$ cat src/rtl/time_keeper_bcd.sv
// time_keeper_bcd
//   24 h BCD time base (hh:mm:ss) clocked by the 32.768 kHz crystal clock.
//   Every edge of the divided tick clock advances time by one second. The
//   time can be loaded through a valid/ready interface, which runs IDLE ->
//   CHECK -> COMMIT before the new time appears on the outputs.
//   Optional alarm feature: define TIME_ALARM_EN.
// Ports
//   clk_i, rstn_i      crystal clock, asynchronous active-low reset
//   tick_clk_i         divided clock; each edge counts one second
//   set_valid_i/ready  load handshake; set_hh/mm/ss_i are BCD load values
//   set_err_o          pulse in COMMIT when the load was out of range
//   hour_o/min_o/sec_o registered BCD time
//   sec_pulse_o        pulse when the time advanced because of a tick
//   alarm_*            (TIME_ALARM_EN only) alarm compare, enable, ack, flag
module time_keeper_bcd #(
  parameter logic       TICK_RST = 1'b1,
  parameter logic [5:0] RST_HH   = 6'h00,
  parameter logic [6:0] RST_MM   = 7'h00,
  parameter logic [6:0] RST_SS   = 7'h00
) (
  input  logic       clk_i,
  input  logic       rstn_i,
`ifdef TIME_ALARM_EN
  input  logic       alarm_en_i,
  input  logic [5:0] alarm_hh_i,
  input  logic [6:0] alarm_mm_i,
  input  logic       alarm_ack_i,
  output logic       alarm_o,
`endif
  input  logic       tick_clk_i,
  input  logic       set_valid_i,
  output logic       set_ready_o,
  input  logic [5:0] set_hh_i,
  input  logic [6:0] set_mm_i,
  input  logic [6:0] set_ss_i,
  output logic       set_err_o,
  output logic [5:0] hour_o,
  output logic [6:0] min_o,
  output logic [6:0] sec_o,
  output logic       sec_pulse_o
);

  typedef enum logic [1:0] {IDLE, CHECK, COMMIT} state_t;

  state_t     state;
  logic       tick_q;
  logic [5:0] sh_hh;
  logic [6:0] sh_mm;
  logic [6:0] sh_ss;
  logic       load_ok;

  logic       tick_edge;
  logic       do_load;
  logic       shadow_ok;
  logic [5:0] inc_hh;
  logic [6:0] inc_mm;
  logic [6:0] inc_ss;

  function automatic logic [6:0] bcd7_inc(input logic [6:0] v);
    if (v[3:0] == 4'd9) return {v[6:4] + 3'd1, 4'd0};
    return {v[6:4], v[3:0] + 4'd1};
  endfunction

  always_comb begin
    tick_edge = tick_clk_i ^ tick_q;
    do_load   = (state == COMMIT) && load_ok;
    shadow_ok = (sh_ss[3:0] <= 4'd9) && (sh_ss[6:4] <= 3'd5) &&
                (sh_mm[3:0] <= 4'd9) && (sh_mm[6:4] <= 3'd5) &&
                (sh_hh[3:0] <= 4'd9) &&
                ((sh_hh[5:4] < 2'd2) || ((sh_hh[5:4] == 2'd2) && (sh_hh[3:0] <= 4'd3)));

    // All carries resolved in one step so 23:59:59 wraps to 00:00:00 at once.
    inc_ss = (sec_o == 7'h59) ? '0 : bcd7_inc(sec_o);
    inc_mm = min_o;
    inc_hh = hour_o;
    if (sec_o == 7'h59) begin
      inc_mm = (min_o == 7'h59) ? '0 : bcd7_inc(min_o);
      if (min_o == 7'h59) begin
        if (hour_o == 6'h23)
          inc_hh = '0;
        else if (hour_o[3:0] == 4'd9)
          inc_hh = {hour_o[5:4] + 2'd1, 4'd0};
        else
          inc_hh = {hour_o[5:4], hour_o[3:0] + 4'd1};
      end
    end
  end

  always_ff @(posedge clk_i or negedge rstn_i) begin
    if (!rstn_i) begin
      state       <= IDLE;
      tick_q      <= TICK_RST;
      sh_hh       <= '0;
      sh_mm       <= '0;
      sh_ss       <= '0;
      load_ok     <= 1'b0;
      set_ready_o <= 1'b1;
      set_err_o   <= 1'b0;
      hour_o      <= RST_HH;
      min_o       <= RST_MM;
      sec_o       <= RST_SS;
      sec_pulse_o <= 1'b0;
    end else begin
      tick_q      <= tick_clk_i;
      set_err_o   <= 1'b0;
      sec_pulse_o <= 1'b0;

      case (state)
        IDLE: begin
          if (set_valid_i && set_ready_o) begin
            sh_hh       <= set_hh_i;
            sh_mm       <= set_mm_i;
            sh_ss       <= set_ss_i;
            set_ready_o <= 1'b0;
            state       <= CHECK;
          end
        end
        CHECK: begin
          // Verdict registered here so set_err_o is high during COMMIT.
          load_ok   <= shadow_ok;
          set_err_o <= !shadow_ok;
          state     <= COMMIT;
        end
        COMMIT: begin
          set_ready_o <= 1'b1;
          state       <= IDLE;
        end
        default: begin
          set_ready_o <= 1'b1;
          state       <= IDLE;
        end
      endcase

      // A valid load overrides a coincident tick.
      if (do_load) begin
        hour_o <= sh_hh;
        min_o  <= sh_mm;
        sec_o  <= sh_ss;
      end else if (tick_edge) begin
        hour_o      <= inc_hh;
        min_o       <= inc_mm;
        sec_o       <= inc_ss;
        sec_pulse_o <= 1'b1;
      end
    end
  end

`ifdef TIME_ALARM_EN
  logic alarm_hit;

  always_comb begin
    alarm_hit = tick_edge && !do_load && alarm_en_i &&
                (inc_hh == alarm_hh_i) && (inc_mm == alarm_mm_i) && (inc_ss == 7'h00);
  end

  always_ff @(posedge clk_i or negedge rstn_i) begin
    if (!rstn_i)
      alarm_o <= 1'b0;
    else if (alarm_hit)
      alarm_o <= 1'b1;
    else if (alarm_ack_i || !alarm_en_i)
      alarm_o <= 1'b0;
  end
`endif

endmodule

$ cat config.mk
export PLATFORM = sky130hd
export DESIGN_NAME = time_keeper_bcd
export DESIGN_NICKNAME = d
export VERILOG_FILES = /design/src/rtl/time_keeper_bcd.sv
export SDC_FILE = /design/constraint.sdc
export NUM_CORES = 1
export LEC_CHECK = 0
export CAP_MARGIN = 20
export CORE_UTILIZATION = 51
export DETAILED_ROUTE_END_ITERATION = 10
export PLACE_DENSITY = 0.9
export SLEW_MARGIN = 0
export SYNTH_ARGS = -nofsm -noshare
export SYNTH_HDL_FRONTEND = slang
export SYNTH_SLANG_ARGS = --single-unit
$ cat constraint.sdc
create_clock -name clk_i -period 2.45 [get_ports clk_i]
set_input_delay 0.6125 -clock clk_i [delete_from_list [all_inputs] [get_ports clk_i]]
set_output_delay 0.6125 -clock clk_i [all_outputs]
set_load 0.02 [all_outputs]
==> results.py <==
metrics = {
    "sta": {
        "finalMaxSlewViolations": 0,
        "tns_ps": 0,
        "finClkSkew_ps": 10.5,
        "setup_viol": 0,
        "relSlewSlack": 0.733,
        "finalCritPeriodShare": 0.881,
        "max_clock_freq_mhz": 463,
        "tightest_slew_ps": 401,
        "post-route-min-period_ps": 2160,
        "rsz0062_at_grt": "no",
        "setup_ws_ps": 292,
        "finalHoldViolCount": 0,
    },
    "grt": {
        "grt_antenna_before_repair": 0,
        "use_met2": 0.350,
        "grt_use_total": 0.222,
        "busiest_layer": "met2",
        "grt-ovfl-total": 0,
        "grt_max_degree": 23,
        "use_met1": 0.298,
        "grt_pass1_vias": 1831,
        "global_route.usage.met3": 0.0436,
        "grt_pass1_wl_um": 8440,
    },
    "pwr": {
        "pwr_density_cell_mw_per_mm2": 1130,
        "leakage_nw": 1.26,
        "finalPower_mw": 3.35,
        "irDropWorstVdd_v": 0.000616,
    },
    "clocking": {
        "post_cts_buffers": 0,
        "cts_buffer_depth": 2,
        "root_buffer": "clkbuf_8",
        "cts_hold_buf": 0,
        "cts_buffers": 5,
        "clock_sinks": 47,
        "clk_pin_slew_worst_paths_ps": 90,
        "insertion_delay_ps": 300,
        "htreeDepth": 2,
        "cts_tree": "done",
        "cts.repair.resized": 0,
    },
    "cells_and_area": {
        "nNetsFinal": 306,
        "diodes": 0,
        "postLayoutCoreUtil": 0.681,
        "drive_gt1_frac": 0.168,
        "syn2layout_area_growth_pct": 28.1,
        "nFillCells": 322,
        "instances_no_fill": 326,
        "layout_common_cells": "dfrtp_1, clkdlybuf4s50_1, mux2_2",
    },
    "floorplanning": {
        "die_h_um": 69.4,
        "floorplan.initialDensity": 0.532,
        "die_area_sq_mm": 0.00481,
        "num_rows": 24,
        "die_x_um": 69.4,
        "design.core.area_sq_mm": 0.00435,
        "io_pins": 47,
    },
    "yosys": {
        "synth_top_family_by_area": "simple AND/OR/NAND/NOR gates",
        "synth-main-ff-cell": "dfrtp_1",
        "ys_warn_count": 0,
        "synth_mux_area_frac": 0.124,
        "avgSynthCellArea_sq_um": 10.6,
        "ys_seq_elements": 47,
        "synth_xor_xnor_area_share": 0.0146,
        "async_reset_ff_frac": 1.00,
        "synth_area_leader_cell": "dfrtp_1",
        "syn_area_sq_mm": 0.00231,
        "synth_nets": 251,
        "synth_compound_area_frac": 0.112,
        "synth-edff-count": 0,
        "synthAdderAreaFrac": 0.0486,
        "syn_inst": 218,
        "synth_top_area_frac": 0.486,
        "synth_area_leaders": "dfrtp_1, mux2_2, ha_1",
        "synth-simple-area-share": 0.168,
        "seq_area_frac_synth": 0.509,
        "synth_cell_types": 38,
    },
    "status": {
        "status": "complete, no violations",
    },
    "setup_path": {
        "cp.required_ps": 2680,
        "cp.arrival_ps": 2390,
        "critPathMaxFanout": 6,
        "slowest_stage": "clkdlybuf4s50_1",
        "start_kind": "input pin",
        "crit_path_end_kind": "flop",
        "crit_type": "input pin to flop",
        "cp_cell_sequence": "clkdlybuf4s50_1 -> xor2_2 -> nand4_4 -> or4_1 -> a31oi_1",
        "slowest_delay_ps": 560,
    },
    "place": {
        "dpl.cell_count": 318,
        "gp_congestion": 0.872,
        "place_ws_ps": 7.78,
        "portBuffers": 46,
        "place_hpwl_um": 3780,
    },
    "route": {
        "vias_per_cell": 5.79,
        "drt-pass1-iter-count": 6,
        "ant_nets": 0,
        "route.detailed.drc": 0,
        "drtIter0Drc": 162,
        "wl_per_cell_um": 15.1,
        "vias": 1888,
        "wl_um": 4920,
    },
    "worst_hold_path": {
        "hold_path_class": "input pin to async pin",
    },
    "flow_run": {
        "cap_violations": 0,
    },
}
## path summary, 6_finish.rpt
kind	start	endpoint	slack [ps]	depth (start not counted)
max	tick_clk_i	hour_o[1]$_DFFE_PN0P_	290	5
min	rstn_i	load_ok$_DFFE_PN0N_	230	1
max reg2reg	sec_o[0]$_DFFE_PN0P_	min_o[4]$_DFFE_PN0P_	430	5
min reg2reg	sh_mm[0]$_DFFE_PN0P_	min_o[0]$_DFFE_PN0P_	500	2
max in group asynchronous	rstn_i	tick_q$_DFF_PN1_	1610	2
min in group clk_i	sh_mm[0]$_DFFE_PN0P_	min_o[0]$_DFFE_PN0P_	500	2
## layout make-up
| cell class | count | area (sq um) | share of cell area |
|---|---|---|---|
| clock inverters | 3 | 15.0 | 0.00507 |
| clock buffers | 5 | 68.8 | 0.0232 |
| multi-input cells | 157 | 1090 | 0.367 |
| repair buffers | 55 | 523 | 0.176 |
| well taps | 52 | 65.1 | 0.0220 |
| inverters | 7 | 26.3 | 0.00886 |
| flip-flops and latches | 47 | 1180 | 0.398 |
## metrics by stage
stage / area [sq um] / hold slack [ps]
floorplan: 2310 / 317
global placement: 2880 / 461
detailed placement: 2880 / 475
CTS: 2960 / 238
global route: 2960 / 242
finish: 2960 / 228
## layer usage
| metal | part of all wire | vias to the layer above |
|---|---|---|
| li1 | - | 886 |
| met1 | 0.44 | 921 |
| met2 | 0.48 | 72 |
| met3 | 0.061 | 9 |
| met4 | 0.020 | 0 |
| met5 | 0 | - |
## cell families (layout without fill, tap and decap cells)
kind of cell / count (synthesis) / in the layout
simple gates: 73 / 73
flops: 47 / 47
compound gates: 46 / 46
mux: 26 / 26
buf+inv: 14 / 70
fa+ha+maj: 9 / 9
xor+xnor: 3 / 3
## synth_stat cells, types with 2 or more instances
| cell type | count |
|---|---|
| nand4_1 | 2 |
| o21a_1 | 2 |
| nand4b_1 | 2 |
| dfstp_2 | 2 |
| o311ai_0 | 2 |
| clkbuf_1 | 6 |
| o21ai_0 | 20 |
| inv_1 | 7 |
| nor2_1 | 18 |
| and2_1 | 2 |
| mux2i_1 | 4 |
| nand3b_1 | 3 |
| and3b_1 | 2 |
| nand3_1 | 5 |
| ha_1 | 9 |
| nand2_1 | 20 |
| dfrtp_1 | 45 |
| or3_1 | 2 |
| nor3_1 | 4 |
| mux2_2 | 22 |
| a31oi_1 | 4 |
| a21oi_1 | 14 |
| xnor2_1 | 2 |
| nor2b_1 | 5 |
## state kept, by name, indices dropped and copies added (netlist names), 2 cells and up
signal and cells:
min_o 7, hour_o 6, sh_hh 6, sh_ss 7, state 2, sh_mm 7, sec_o 7
## critical path: cells and delay by family
family	cells	cell delay, ps
and+or+nand+nor	2	690
buffers and inverters	1	560
xor gates and xnor gates	1	340
AOI/OAI and AO/OA	1	170
## where the power goes
part | internal, mW | switching (mW) | total (mW)
combinational | 0.748 | 0.679 | 1.43
clock | 0.195 | 0.252 | 0.447
sequential | 1.13 | 0.351 | 1.48
total | 2.07 | 1.28 | 3.35
Note: power is estimated with default switching activity, not from simulation.
